`src/rtl/dmem_arb_pkg.sv`:
```
// Shared types and constants for the data-memory port A arbiter.
package dmem_arb_pkg;

    typedef enum logic [1:0] {
        OWNER_NONE = 2'd0,
        OWNER_CPU  = 2'd1,
        OWNER_DBG  = 2'd2
    } owner_e;

    localparam logic [3:0] WE_READ    = 4'b0000;
    localparam int         WAIT_CNT_W = 8;

    function automatic logic is_read(input logic [3:0] we);
        return (we == WE_READ);
    endfunction

endpackage

```
`src/rtl/dmem_port_arbiter_if.sv`:
```
// Requester and BRAM port A signal bundle; the arbiter uses the slave view.
interface dmem_port_arbiter_if #(
    parameter int ADDR_W = 15,
    parameter int DATA_W = 32
);
    logic              cpu_req_i;
    logic [3:0]        cpu_we_i;
    logic [31:0]       cpu_addr_i;
    logic [DATA_W-1:0] cpu_wdata_i;
    logic              cpu_gnt_o;
    logic              cpu_rvalid_o;
    logic [DATA_W-1:0] cpu_rdata_o;

    logic              dbg_req_i;
    logic [3:0]        dbg_we_i;
    logic [31:0]       dbg_addr_i;
    logic [DATA_W-1:0] dbg_wdata_i;
    logic              dbg_gnt_o;
    logic              dbg_rvalid_o;
    logic [DATA_W-1:0] dbg_rdata_o;

    logic              mem_en_o;
    logic [3:0]        mem_we_o;
    logic [ADDR_W-1:0] mem_addr_o;
    logic [DATA_W-1:0] mem_wdata_o;
    logic [DATA_W-1:0] mem_rdata_i;

    logic              dbg_starved_o;

    modport slave (
        input  cpu_req_i, cpu_we_i, cpu_addr_i, cpu_wdata_i,
        output cpu_gnt_o, cpu_rvalid_o, cpu_rdata_o,
        input  dbg_req_i, dbg_we_i, dbg_addr_i, dbg_wdata_i,
        output dbg_gnt_o, dbg_rvalid_o, dbg_rdata_o,
        output mem_en_o, mem_we_o, mem_addr_o, mem_wdata_o,
        input  mem_rdata_i,
        output dbg_starved_o
    );

    modport master (
        output cpu_req_i, cpu_we_i, cpu_addr_i, cpu_wdata_i,
        input  cpu_gnt_o, cpu_rvalid_o, cpu_rdata_o,
        output dbg_req_i, dbg_we_i, dbg_addr_i, dbg_wdata_i,
        input  dbg_gnt_o, dbg_rvalid_o, dbg_rdata_o,
        input  mem_en_o, mem_we_o, mem_addr_o, mem_wdata_o,
        output mem_rdata_i,
        input  dbg_starved_o
    );

endinterface

```
`src/rtl/starvation_counter.sv`:
```
// Counts consecutive denied debug cycles, saturating at MAX_WAIT; force_gnt
// asks the arbiter to override the CPU once the limit is reached.
module starvation_counter
    import dmem_arb_pkg::*;
#(
    parameter int MAX_WAIT = 8
) (
    input  logic clk,
    input  logic reset,
    input  logic req,
    input  logic gnt,
    output logic force_gnt
);
    localparam logic [WAIT_CNT_W-1:0] MAX_CNT = WAIT_CNT_W'(MAX_WAIT);

    logic [WAIT_CNT_W-1:0] cnt_r;
    logic [WAIT_CNT_W-1:0] cnt_next_s;

    // Next count: clear on grant or idle, otherwise climb to the limit.
    always_comb begin
        cnt_next_s = cnt_r;
        if (!req || gnt) begin
            cnt_next_s = {WAIT_CNT_W{1'b0}};
        end else if (cnt_r >= MAX_CNT) begin
            cnt_next_s = MAX_CNT;
        end else begin
            cnt_next_s = cnt_r + {{(WAIT_CNT_W-1){1'b0}}, 1'b1};
        end
    end

    // Count register.
    always_ff @(posedge clk or posedge reset) begin
        if (reset) begin
            cnt_r <= {WAIT_CNT_W{1'b0}};
        end else begin
            cnt_r <= cnt_next_s;
        end
    end

    assign force_gnt = (cnt_r == MAX_CNT);

endmodule

```
`src/rtl/dmem_port_arbiter.sv`:
```
// Shares data-memory BRAM port A between the CPU (default priority) and a debug
// master, converting byte to word addresses and steering 1-cycle read data back.
module dmem_port_arbiter
    import dmem_arb_pkg::*;
#(
    parameter int ADDR_W   = 15,
    parameter int DATA_W   = 32,
    parameter int MAX_WAIT = 8
) (
    input logic                clk,
    input logic                reset,
    dmem_port_arbiter_if.slave bus
);
    logic              force_gnt_s;
    logic              cpu_gnt_s;
    logic              dbg_gnt_s;
    owner_e            rd_owner_r;
    owner_e            rd_owner_next_s;
    logic              starved_r;
    logic [DATA_W-1:0] cpu_rdata_s;
    logic [DATA_W-1:0] cpu_rdata_r;
    logic [DATA_W-1:0] dbg_rdata_s;
    logic [DATA_W-1:0] dbg_rdata_r;
    logic              unused_addr_bits_s;

    starvation_counter #(.MAX_WAIT(MAX_WAIT)) u_starve (
        .clk       (clk),
        .reset     (reset),
        .req       (bus.dbg_req_i),
        .gnt       (dbg_gnt_s),
        .force_gnt (force_gnt_s)
    );

    // Same-cycle grant: CPU wins unless the debug master has waited too long.
    always_comb begin
        cpu_gnt_s = 1'b0;
        dbg_gnt_s = 1'b0;
        if (reset) begin
            cpu_gnt_s = 1'b0;
            dbg_gnt_s = 1'b0;
        end else begin
            dbg_gnt_s = bus.dbg_req_i & (~bus.cpu_req_i | force_gnt_s);
            cpu_gnt_s = bus.cpu_req_i & ~dbg_gnt_s;
        end
    end

    // BRAM drive from the granted requester and next read owner.
    always_comb begin
        bus.mem_we_o    = 4'b0000;
        bus.mem_addr_o  = {ADDR_W{1'b0}};
        bus.mem_wdata_o = {DATA_W{1'b0}};
        rd_owner_next_s = OWNER_NONE;
        case ({cpu_gnt_s, dbg_gnt_s})
            2'b10: begin
                bus.mem_we_o    = bus.cpu_we_i;
                bus.mem_addr_o  = bus.cpu_addr_i[ADDR_W+1:2];
                bus.mem_wdata_o = bus.cpu_wdata_i;
                rd_owner_next_s = is_read(bus.cpu_we_i) ? OWNER_CPU : OWNER_NONE;
            end
            2'b01: begin
                bus.mem_we_o    = bus.dbg_we_i;
                bus.mem_addr_o  = bus.dbg_addr_i[ADDR_W+1:2];
                bus.mem_wdata_o = bus.dbg_wdata_i;
                rd_owner_next_s = is_read(bus.dbg_we_i) ? OWNER_DBG : OWNER_NONE;
            end
            default: begin
                bus.mem_we_o    = 4'b0000;
                bus.mem_addr_o  = {ADDR_W{1'b0}};
                bus.mem_wdata_o = {DATA_W{1'b0}};
                rd_owner_next_s = OWNER_NONE;
            end
        endcase
    end

    // The read owner sees BRAM data live; the other side keeps its last word.
    always_comb begin
        cpu_rdata_s = cpu_rdata_r;
        dbg_rdata_s = dbg_rdata_r;
        case (rd_owner_r)
            OWNER_CPU: cpu_rdata_s = bus.mem_rdata_i;
            OWNER_DBG: dbg_rdata_s = bus.mem_rdata_i;
            default: begin
                cpu_rdata_s = cpu_rdata_r;
                dbg_rdata_s = dbg_rdata_r;
            end
        endcase
    end

    // Read tracking, held read data and the starvation pulse.
    always_ff @(posedge clk or posedge reset) begin
        if (reset) begin
            rd_owner_r  <= OWNER_NONE;
            starved_r   <= 1'b0;
            cpu_rdata_r <= {DATA_W{1'b0}};
            dbg_rdata_r <= {DATA_W{1'b0}};
        end else begin
            rd_owner_r  <= rd_owner_next_s;
            starved_r   <= dbg_gnt_s & force_gnt_s & bus.cpu_req_i;
            cpu_rdata_r <= cpu_rdata_s;
            dbg_rdata_r <= dbg_rdata_s;
        end
    end

    assign bus.cpu_gnt_o     = cpu_gnt_s;
    assign bus.dbg_gnt_o     = dbg_gnt_s;
    assign bus.mem_en_o      = cpu_gnt_s | dbg_gnt_s;
    assign bus.cpu_rvalid_o  = (rd_owner_r == OWNER_CPU);
    assign bus.dbg_rvalid_o  = (rd_owner_r == OWNER_DBG);
    assign bus.cpu_rdata_o   = cpu_rdata_s;
    assign bus.dbg_rdata_o   = dbg_rdata_s;
    assign bus.dbg_starved_o = starved_r;

    // Byte-lane and out-of-range address bits carry no meaning for a word BRAM.
    assign unused_addr_bits_s = ^{bus.cpu_addr_i[1:0], bus.cpu_addr_i[31:ADDR_W+2],
                                  bus.dbg_addr_i[1:0], bus.dbg_addr_i[31:ADDR_W+2]};

endmodule

```
`src/flat_wrapper.sv`:
```
// flat-port wrapper written by rule: the top's interface ports become plain ports
module dmem_port_arbiter_flat import dmem_arb_pkg::*;
#(
    parameter int ADDR_W   = 15,
    parameter int DATA_W   = 32,
    parameter int MAX_WAIT = 8
)
  (clk, reset, bus_cpu_req_i, bus_cpu_we_i, bus_cpu_addr_i, bus_cpu_wdata_i, bus_cpu_gnt_o, bus_cpu_rvalid_o, bus_cpu_rdata_o, bus_dbg_req_i, bus_dbg_we_i, bus_dbg_addr_i, bus_dbg_wdata_i, bus_dbg_gnt_o, bus_dbg_rvalid_o, bus_dbg_rdata_o, bus_mem_en_o, bus_mem_we_o, bus_mem_addr_o, bus_mem_wdata_o, bus_mem_rdata_i, bus_dbg_starved_o);
  dmem_port_arbiter_if #(.ADDR_W(ADDR_W), .DATA_W(DATA_W)) bus_i ();
  input logic clk;
  input logic reset;
  input wire logic [$bits(bus_i.cpu_req_i)-1:0] bus_cpu_req_i;
  input wire logic [$bits(bus_i.cpu_we_i)-1:0] bus_cpu_we_i;
  input wire logic [$bits(bus_i.cpu_addr_i)-1:0] bus_cpu_addr_i;
  input wire logic [$bits(bus_i.cpu_wdata_i)-1:0] bus_cpu_wdata_i;
  output wire logic [$bits(bus_i.cpu_gnt_o)-1:0] bus_cpu_gnt_o;
  output wire logic [$bits(bus_i.cpu_rvalid_o)-1:0] bus_cpu_rvalid_o;
  output wire logic [$bits(bus_i.cpu_rdata_o)-1:0] bus_cpu_rdata_o;
  input wire logic [$bits(bus_i.dbg_req_i)-1:0] bus_dbg_req_i;
  input wire logic [$bits(bus_i.dbg_we_i)-1:0] bus_dbg_we_i;
  input wire logic [$bits(bus_i.dbg_addr_i)-1:0] bus_dbg_addr_i;
  input wire logic [$bits(bus_i.dbg_wdata_i)-1:0] bus_dbg_wdata_i;
  output wire logic [$bits(bus_i.dbg_gnt_o)-1:0] bus_dbg_gnt_o;
  output wire logic [$bits(bus_i.dbg_rvalid_o)-1:0] bus_dbg_rvalid_o;
  output wire logic [$bits(bus_i.dbg_rdata_o)-1:0] bus_dbg_rdata_o;
  output wire logic [$bits(bus_i.mem_en_o)-1:0] bus_mem_en_o;
  output wire logic [$bits(bus_i.mem_we_o)-1:0] bus_mem_we_o;
  output wire logic [$bits(bus_i.mem_addr_o)-1:0] bus_mem_addr_o;
  output wire logic [$bits(bus_i.mem_wdata_o)-1:0] bus_mem_wdata_o;
  input wire logic [$bits(bus_i.mem_rdata_i)-1:0] bus_mem_rdata_i;
  output wire logic [$bits(bus_i.dbg_starved_o)-1:0] bus_dbg_starved_o;
  assign bus_i.cpu_req_i = bus_cpu_req_i;
  assign bus_i.cpu_we_i = bus_cpu_we_i;
  assign bus_i.cpu_addr_i = bus_cpu_addr_i;
  assign bus_i.cpu_wdata_i = bus_cpu_wdata_i;
  assign bus_cpu_gnt_o = bus_i.cpu_gnt_o;
  assign bus_cpu_rvalid_o = bus_i.cpu_rvalid_o;
  assign bus_cpu_rdata_o = bus_i.cpu_rdata_o;
  assign bus_i.dbg_req_i = bus_dbg_req_i;
  assign bus_i.dbg_we_i = bus_dbg_we_i;
  assign bus_i.dbg_addr_i = bus_dbg_addr_i;
  assign bus_i.dbg_wdata_i = bus_dbg_wdata_i;
  assign bus_dbg_gnt_o = bus_i.dbg_gnt_o;
  assign bus_dbg_rvalid_o = bus_i.dbg_rvalid_o;
  assign bus_dbg_rdata_o = bus_i.dbg_rdata_o;
  assign bus_mem_en_o = bus_i.mem_en_o;
  assign bus_mem_we_o = bus_i.mem_we_o;
  assign bus_mem_addr_o = bus_i.mem_addr_o;
  assign bus_mem_wdata_o = bus_i.mem_wdata_o;
  assign bus_i.mem_rdata_i = bus_mem_rdata_i;
  assign bus_dbg_starved_o = bus_i.dbg_starved_o;
  dmem_port_arbiter #(.ADDR_W(ADDR_W), .DATA_W(DATA_W), .MAX_WAIT(MAX_WAIT)) u_core (.clk(clk), .reset(reset), .bus(bus_i));
endmodule
```
`config.mk`:
```
export PLATFORM = sky130hd
export DESIGN_NAME = dmem_port_arbiter_flat
export DESIGN_NICKNAME = d
export VERILOG_FILES = /design/src/rtl/dmem_arb_pkg.sv /design/src/rtl/dmem_port_arbiter_if.sv /design/src/rtl/starvation_counter.sv /design/src/rtl/dmem_port_arbiter.sv /design/src/flat_wrapper.sv
export SDC_FILE = /design/constraint.sdc
export NUM_CORES = 1
export LEC_CHECK = 0
export ABC_AREA = 1
export ABC_CLOCK_PERIOD_IN_PS = 14050
export CAP_MARGIN = 5
export CORE_AREA = 2 2 112 114
export DETAILED_ROUTE_END_ITERATION = 8
export DIE_AREA = 0 0 114 116
export PLACE_DENSITY = 0.76
export SLEW_MARGIN = 20
export SYNTH_ARGS = -nofsm -noshare
export SYNTH_HDL_FRONTEND = slang
export SYNTH_SLANG_ARGS = --single-unit
export TNS_END_PERCENT = 30
```
`constraint.sdc`:
```
create_clock -name clk -period 14.05 [get_ports clk]
set_clock_uncertainty 0.05 [all_clocks]
set_input_delay 3.5125 -clock clk [delete_from_list [all_inputs] [get_ports clk]]
set_output_delay 3.5125 -clock clk [all_outputs]
set_load 0.02 [all_outputs]
```
## Yosys cells after proc, flatten, opt, wreduce, memory -nomap -nowiden

Index checks and enable logic that the tools add are counted.

| storage, ports and cells | value |
|---|---|
| register bits | 75 |
| input bits | 172 |

| operators by class | value |
|---|---|
| $lt $le $gt $ge | 1 |
| mux-type cells | 12 |
| equality and inequality tests | 5 |
| bitwise gates (word level) | 8 |
| reduce and logical (&&, ||, !) cells | 4 |
| $add $sub $neg | 1 |

Operator list:

| operator | count |
|---|---|
| $mux 32 | 2 |
| $pmux 32 s2 | 1 |
| $pmux 15 s2 | 1 |
| $mux 8 | 2 |
| $add 8x1->8 const B | 1 |
| $eq 8x4->1 const B | 1 |
| $ge 8x4->1 const B | 1 |
| $logic_not 4->1 | 2 |
| $pmux 4 s2 | 1 |
| $and 1x1->1 | 4 |
| $eq 2x1->1 const B | 2 |
| $eq 2x2->1 const B | 2 |
| $pmux 2 s2 | 1 |
| $mux 1 | 3 |
| $mux 2 | 1 |
| $not 1->1 | 2 |
| $or 1x1->1 | 2 |
| $logic_not 1->1 | 1 |
| $logic_or 1x1->1 | 1 |

## Longest topological paths before layout

Gate-level depths: netlist of the first run.

| depth | value |
|---|---|
| depth after elaboration | 8 |
| depth in mapped cells | 13 |
| gate-level depth less buffers | 10 |

## By module

A second synthesis of the first run with hierarchy kept.

| second synthesis, totals | value |
|---|---|
| cell total of the unflattened synthesis | 504 |
| area total of the unflattened synthesis | 3654.8 um^2 |

By module, submodules not included:

| module | times used | sequential area each (um^2) | area each (um^2) | cells an instance |
|---|---|---|---|---|
| dmem_port_arbiter | 1 | 1676.6 | 3283.1 | 468 |
| starvation_counter | 1 | 200.2 | 371.6 | 36 |

## Worst setup path before layout of the first run

Ideal clock, no wire load.

| timing | value |
|---|---|
| path type | input to output |
| start | input port reset |
| end | output port bus_mem_we_o[3] |
| cell stages on the path | 7 |
| required time | 10.488 ns |
| path slack | 4.087 ns |
| arrival | 6.401 ns |
| path buffers | 1 |
| path through | inv_1 > nand3_2 > inv_1 > ha_1 > buf_4 > nand2_1 > o22ai_1 |

| on the way | value |
|---|---|
| longest elaborated chain between the ends | 3 |
| elaborated cells between the ends (all ways) | 5 |
| classes of those cells | eq/ne: 2; mux: 3 |

Ends and longest elaborated chain:

| item | RTL line | RTL |
|---|---|---|
| start, declared | flat_wrapper.sv:11 | `input logic reset;` |
| $mux 1 * | dmem_port_arbiter.sv:38 | `if (reset) begin` |
| via bus_cpu_gnt_o | flat_wrapper.sv:16 | `output wire logic [$bits(bus_i.cpu_gnt_o)-1:0] bus_cpu_gnt_o;` |
| $eq 2x1->1 or $eq 2x2->1 (tied branches) | dmem_port_arbiter.sv:53 | `case ({cpu_gnt_s, dbg_gnt_s})` |
| $pmux 4 s2 * | dmem_port_arbiter.sv:53 |  |
| end, declared | flat_wrapper.sv:27 | `output wire logic [$bits(bus_i.mem_we_o)-1:0] bus_mem_we_o;` |

Mark *: on every way through the listed nets, which the timed path passes. The rest lies on a longest branch.

## Worst setup path after layout of the first run

| timing | value |
|---|---|
| start | input port bus_cpu_req_i |
| end | output port bus_mem_we_o[2] |

| on the way | value |
|---|---|
| longest elaborated chain between the ends | 8 |
| elaborated cells between the ends (all ways) | 10 |
| classes of those cells | eq/ne: 2; mux: 3; bitwise: 5 |

Ends and longest elaborated chain:

| item | RTL line | RTL |
|---|---|---|
| start, declared | flat_wrapper.sv:12 | `input wire logic [$bits(bus_i.cpu_req_i)-1:0] bus_cpu_req_i;` |
| $not 1->1 | dmem_port_arbiter.sv:42 | `dbg_gnt_s = bus.dbg_req_i & (~bus.cpu_req_i \| force_gnt_s);` |
| $or 1x1->1 | dmem_port_arbiter.sv:42 |  |
| $and 1x1->1 | dmem_port_arbiter.sv:42 |  |
| $not 1->1 | dmem_port_arbiter.sv:43 | `cpu_gnt_s = bus.cpu_req_i & ~dbg_gnt_s;` |
| $and 1x1->1 | dmem_port_arbiter.sv:43 |  |
| $mux 1 | dmem_port_arbiter.sv:38 |  |
| $eq 2x1->1 or $eq 2x2->1 (tied branches) | dmem_port_arbiter.sv:53 |  |
| $pmux 4 s2 * | dmem_port_arbiter.sv:53 |  |

Mark *: on every way between the ends. The rest lies on a longest branch, timed or not.

==> results of run 1 <==
stage by stage:
stage	total power [mW]	cell area [um2]	cells
after floorplan	0.332	4010	473
after global placement	0.425	6560	850
after detailed placement	0.430	6560	850
after CTS	0.694	6900	866
after global routing	0.717	6900	867
final	0.687	6900	867
sequential cells by signal (all words and copies together), names as in the netlist:
name	flops
u_core.rd_owner_r	2
u_core.u_starve.cnt_r	8
u_core.dbg_rdata_r	32
u_core.bus.dbg_starved_o	1
u_core.cpu_rdata_r	32
final cells by class:
class | count | share of cell area (%)
Timing Repair Buffer | 264 | 38.1
Sequential cell | 75 | 27.2
Multi-Input combinational cell | 311 | 24.2
Clock buffer | 11 | 3.52
Inverter | 53 | 2.88
Tap cell | 147 | 2.66
Clock inverter | 5 | 1.45
Antenna cell | 1 | 0.0363
path summary, 6_finish.rpt:
path	from	to	slack [ns]	cells past startpoint
worst max-delay path	bus_cpu_req_i	bus_mem_we_o[2]	3.90	9
worst min-delay path	u_core.cpu_rdata_r[15]	u_core.cpu_rdata_r[15]	0.42	2
worst max register to register	u_core.u_starve.cnt_r[0]	u_core.rd_owner_r[0]	11.27	11
worst min register to register	u_core.cpu_rdata_r[15]	u_core.cpu_rdata_r[15]	0.42	2
max in group asynchronous	reset	u_core.dbg_rdata_r[26]	9.42	3
min in group asynchronous	reset	u_core.rd_owner_r[1]	3.88	3
synth_stat cells (all sizes together):
cell      n  area [um2]
nand4     2        12.5
clkbuf    7        56.3
nand3b    1        7.51
buf      27         211
conb      1        3.75
nor3      1        5.00
xor2      1        8.76
o21bai    1        11.3
nor2     12        57.6
o21ai    65         521
dfrtp    75        1880
nand3    96         490
nand2   118         443
ha        5        62.6
a31oi     1        6.26
o22ai     4        25.0
inv      53         199
layer usage:
layer  track usage [%]  share of wire [%]
met1              20.1                 36
met2              35.5                 53
met5                 0                  0
met3              7.06                8.1
met4              7.48                2.7
cells by family (layout without fill, tap and decap cells):
logic type,count (synthesis),count (layout),synth area share [%]
and+or+nand+nor,230,230,25.4
buffers and inverters,87,333,11.7
DFF,75,75,46.9
AOI/OAI and AO/OA,71,71,14.1
adders and majority gates,5,5,1.56
other,1,5,0.0938
xor gates and xnor gates,1,1,0.219
worst max-delay path: cells and delay by family:
kind	cells	cell delay, ns
buffers and inverters	4	1.88
AOI/OAI and AO/OA	2	0.45
and+or+nand+nor	2	0.39
adders and majority gates	1	0.33
report_power, final:
group	switching [mW]	total, mW	internal [mW]
Clock	0.0847	0.262	0.178
Combinational	0.0909	0.182	0.0915
Sequential	0.00579	0.242	0.237
==> results.yml, run 1 <==
route:
  routed_wl_mm: 13.0
  drt-wirelength-per-cell_um: 15.0
  first_pass_iters: 5
  vias: 4048
  drc_errors: 0
  routed_via_density: 4.67
  drt_iter0_markers: 199
  ant_nets: 0
sta:
  hold_ws_ns: 0.417
  slew_headroom_pct: 36.6
  fmax_mhz: 98.5
  period_share_pct: 72.3
  period_minus_slack_ns: 10.15
  finalHoldViolations: 0
  tightest_slew_ns: 0.952
  fin_tns_setup_ns: 0
  finalWorstSetupSlack_ns: 3.90
  finalSetupViolations: 0
  rsz0062_at_grt: "false"
  slew_violations: 0
floorplanning:
  die_h_um: 116
  die_w_um: 114
  rows: 40
  start_util_pct: 33.6
  core_area_mm2: 0.0119
  ios: 293
  die_area_mm2: 0.0132
min_path:
  hold_class: "flip-flop to flip-flop"
finish:
  drive_above_1_share_pct: 11.8
  layout_commonest_cell: "clkdlybuf4s50_1"
  fin_util_pct: 58.0
  area_delta_synth_final_pct: 72.7
  seq_area_mm2: 0.00188
  layout_common_cells: "clkdlybuf4s50_1 (258), nand2_1 (117), nand3_1 (94)"
  nNetsFinal: 891
  fillers: 1029
  multi_input_area_mm2: 0.00167
setup_path:
  cp_slowest_cell: "clkdlybuf4s50_1"
  crit_fanout: 96
  cp_common_cell: "clkdlybuf4s50_1"
  max_stage_delay_ns: 0.66
  path_cells: "clkdlybuf4s50_1 > inv_1 > o21ai_2 > nand3_2 > ha_2 > buf_4 > nand2_1 > o22ai_1 > clkdlybuf4s50_1"
  critical_path_class: "primary input to output port"
  crit_required_ns: 10.49
  endpoint_kind: "output port"
  cp.arrival_ns: 6.59
  start_kind: "primary input"
clocking:
  clkTransAtPathRegs_ns: 0.06
  cts_sinks: 75
  cts_setup_buffers: 0
  ctsHoldBuffers: 0
  cts-htree-levels: 3
  clkLatencyLatePin_ns: 0.33
  cts_tree: "yes"
  cts_resized: 0
  cts_buffers: 9
  cts.root.buffer_cell: "clkbuf_16"
  clockBufferDepth: 2
place:
  hpwl_mm: 10.2
  dp_slack_ns: 3.91
  portBuffers: 258
  gp_congestion: 0.845
yosys:
  synth-seq-area-share_pct: 46.9
  ys_ff_latch: 75
  synth_cell_type_count: 26
  synth_area_mm2: 0.00400
  syn_inst: 470
  yosys_warnings: 0
  syn_avg_cell_area_um2: 8.51
global_routing:
  grt_pass1_wl_mm: 19.9
  gr-total-overflow: 0
  grt_pass1_vias: 4045
  antenna_found_initial: 1
  grt_usage_pct: 19.3
  grt_max_degree: 97
job:
  drv_cap: 0
power:
  max-vdd-ir-drop_uv: 53.2
  leakage_nw: 3.23
  p_per_area_mw_per_mm2: 99.5
outcome:
  outcome: "completed"
Note: power is estimated with default switching activity, not from simulation.
==> inputs of run 2 (changes only) <==
- ABC_CLOCK_PERIOD_IN_PS: 14050 -> 8500
- CORE_AREA: 2 2 112 114 -> default
- CORE_MARGIN: default -> 1.5
- CORE_UTILIZATION: default -> 31
- DIE_AREA: 0 0 114 116 -> default
- PLACE_DENSITY: 0.76 -> 0.74
- clock period: 14.05 -> 8.5 ns (I/O delays scaled with it)
==> results.yml, run 2 (same netlist as run 1, synthesis figures left out) <==
global_routing:
  grt_pass1_vias: 3949
  busiest_layer: "met2"
  use_met2_pct: 34.4
  grt_max_degree: 79
  grt_pass1_wl_mm: 19.2
  antenna_found_initial: 1
  gr-total-overflow: 0
  grt_usage_pct: 18.4
  met3_usage_pct: 6.28
  grt_use_met1_pct: 18.7
sta:
  finalSetupViolations: 0
  rsz0062_at_grt: "false"
  slew_violations: 0
  finalHoldViolations: 0
  slew_headroom_pct: 37.2
  fmax_mhz: 142
  period_share_pct: 82.9
  fin_tns_setup_ns: 0
  tightest_slew_ns: 0.942
  period_minus_slack_ns: 7.04
finish:
  layout_common_cells: "clkdlybuf4s50_1 (258), nand2_1 (117), nand3_1 (94)"
  area_delta_synth_final_pct: 72.4
  layout_commonest_cell: "clkdlybuf4s50_1"
  reg_top3: "u_core.cpu_rdata_r: 32 flops, u_core.dbg_rdata_r: 32 flops, u_core.u_starve.cnt_r: 8 flops"
  drive_above_1_share_pct: 12.0
  nNetsFinal: 891
clocking:
  cts_sinks: 75
  cts_buffers: 9
  cts-htree-levels: 3
  clkTransAtPathRegs_ns: 0.05
  cts_setup_buffers: 0
  cts_tree: "yes"
  clockBufferDepth: 2
  cts.root.buffer_cell: "clkbuf_16"
  clkLatencyLatePin_ns: 0.33
  ctsHoldBuffers: 0
  cts_resized: 0
floorplanning:
  start_util_pct: 31.7
  ios: 293
  die_w_um: 117
  die_area_mm2: 0.0136
  rows: 41
  core_area_mm2: 0.0126
  die_h_um: 117
outcome:
  outcome: "completed"
power:
  p_int_uw: 758
  power.share.sequential_pct: 37.6
  power_switching_share_pct: 28.8
  max-vdd-ir-drop_uv: 82.5
  p_sw_uw: 306
  p_per_area_mw_per_mm2: 154
  leakage_nw: 3.20
  totalPowerFinal_mw: 1.06
  power.share.clock_pct: 33.9
  combPwrFrac_pct: 28.5
setup_path:
  rr_worst_depth: 10
  endpoint_kind: "output port"
  critical_path_class: "primary input to output port"
  start_kind: "primary input"
  crit_fanout: 78
  crit_required_ns: 6.33
  cp.arrival_ns: 4.87
route:
  routed_wl_mm: 13.0
  drc_errors: 0
  drt-wirelength-per-cell_um: 14.5
  ant_nets: 0
  first_pass_iters: 4
  vias: 4085
  drt_iter0_markers: 165
  routed_via_density: 4.58
job:
  drv_cap: 0
place:
  gp_congestion: 0.866
  portBuffers: 258
  hpwl_mm: 10.1
min_path:
  min_path_cells: 2
  hold_class: "flip-flop to flip-flop"
run 2: changes by cell type in the layout (fill, tap and decap cells not counted), sizes merged:
| cell | previous run | this run |
|---|---|---|
| bufinv | 3 | 0 |
| clkinv | 2 | 1 |
| clkinvlp | 0 | 3 |
| inv | 53 | 54 |
run 2: area by class of cell:
type / instances / area (um2)
clock inverters: 5 / 36.3
multi-input cells: 311 / 1670
diodes: 1 / 2.50
repair buffers: 264 / 2640
well taps: 172 / 215
clock buffers: 11 / 253
flip-flops and latches: 75 / 1880
fillers: 1156 / 5730
inverters: 53 / 199
run 2: metal layers:
metal | vias to the layer above | wire length, um
met2 | 162 | 6790
li1 | 2011 | -
met3 | 24 | 1110
met1 | 1888 | 4740
met4 | 0 | 325
met5 | - | 0
run 2: final timing paths:
check / start / end / slack (ns)
hold reg to reg: u_core.dbg_rdata_r[9] / u_core.dbg_rdata_r[9] / 0.42
setup reg to reg: u_core.u_starve.cnt_r[0] / u_core.rd_owner_r[1] / 6.22
min in group asynchronous: reset / u_core.bus.dbg_starved_o / 2.52
setup / recovery: bus_cpu_req_i / bus_mem_wdata_o[0] / 1.46
hold / removal: u_core.dbg_rdata_r[9] / u_core.dbg_rdata_r[9] / 0.42
max in group asynchronous: reset / u_core.dbg_rdata_r[20] / 5.26
run 2: through the flow:
step | worst slack [ns] | cell area [um2] | hold WS, ns | util, % | cells
after global routing | 1.29 | 6890 | 0.436 | 54.6 | 892
after CTS | 1.46 | 6890 | 0.421 | 54.6 | 891
after global placement | 1.50 | 6600 | 0.401 | 52.3 | 875
final | 1.46 | 6890 | 0.416 | 54.6 | 892
after detailed placement | 1.47 | 6600 | 0.408 | 52.3 | 875
after floorplan | 1.31 | 4010 | 0.476 | - | 473
run 2: power by group through the flow:
stage,Sequential [mW],Clock (mW),Combinational [mW]
2_1_floorplan,0.404,0,0.144
3_3_place_gp,0.405,0,0.299
3_5_place_dp,0.407,0,0.305
4_1_cts,0.400,0.370,0.306
5_1_grt,0.403,0.386,0.326
6_report,0.400,0.360,0.303
run 2: critical path: stages:
cell and delay, ns:
clkdlybuf4s50_1 0.50, inv_1 0.09, o21ai_2 0.21, nand3_2 0.12, ha_2 0.58, buf_12 0.33
nand3_1 0.17, nand2_1 0.12, clkdlybuf4s50_1 0.60
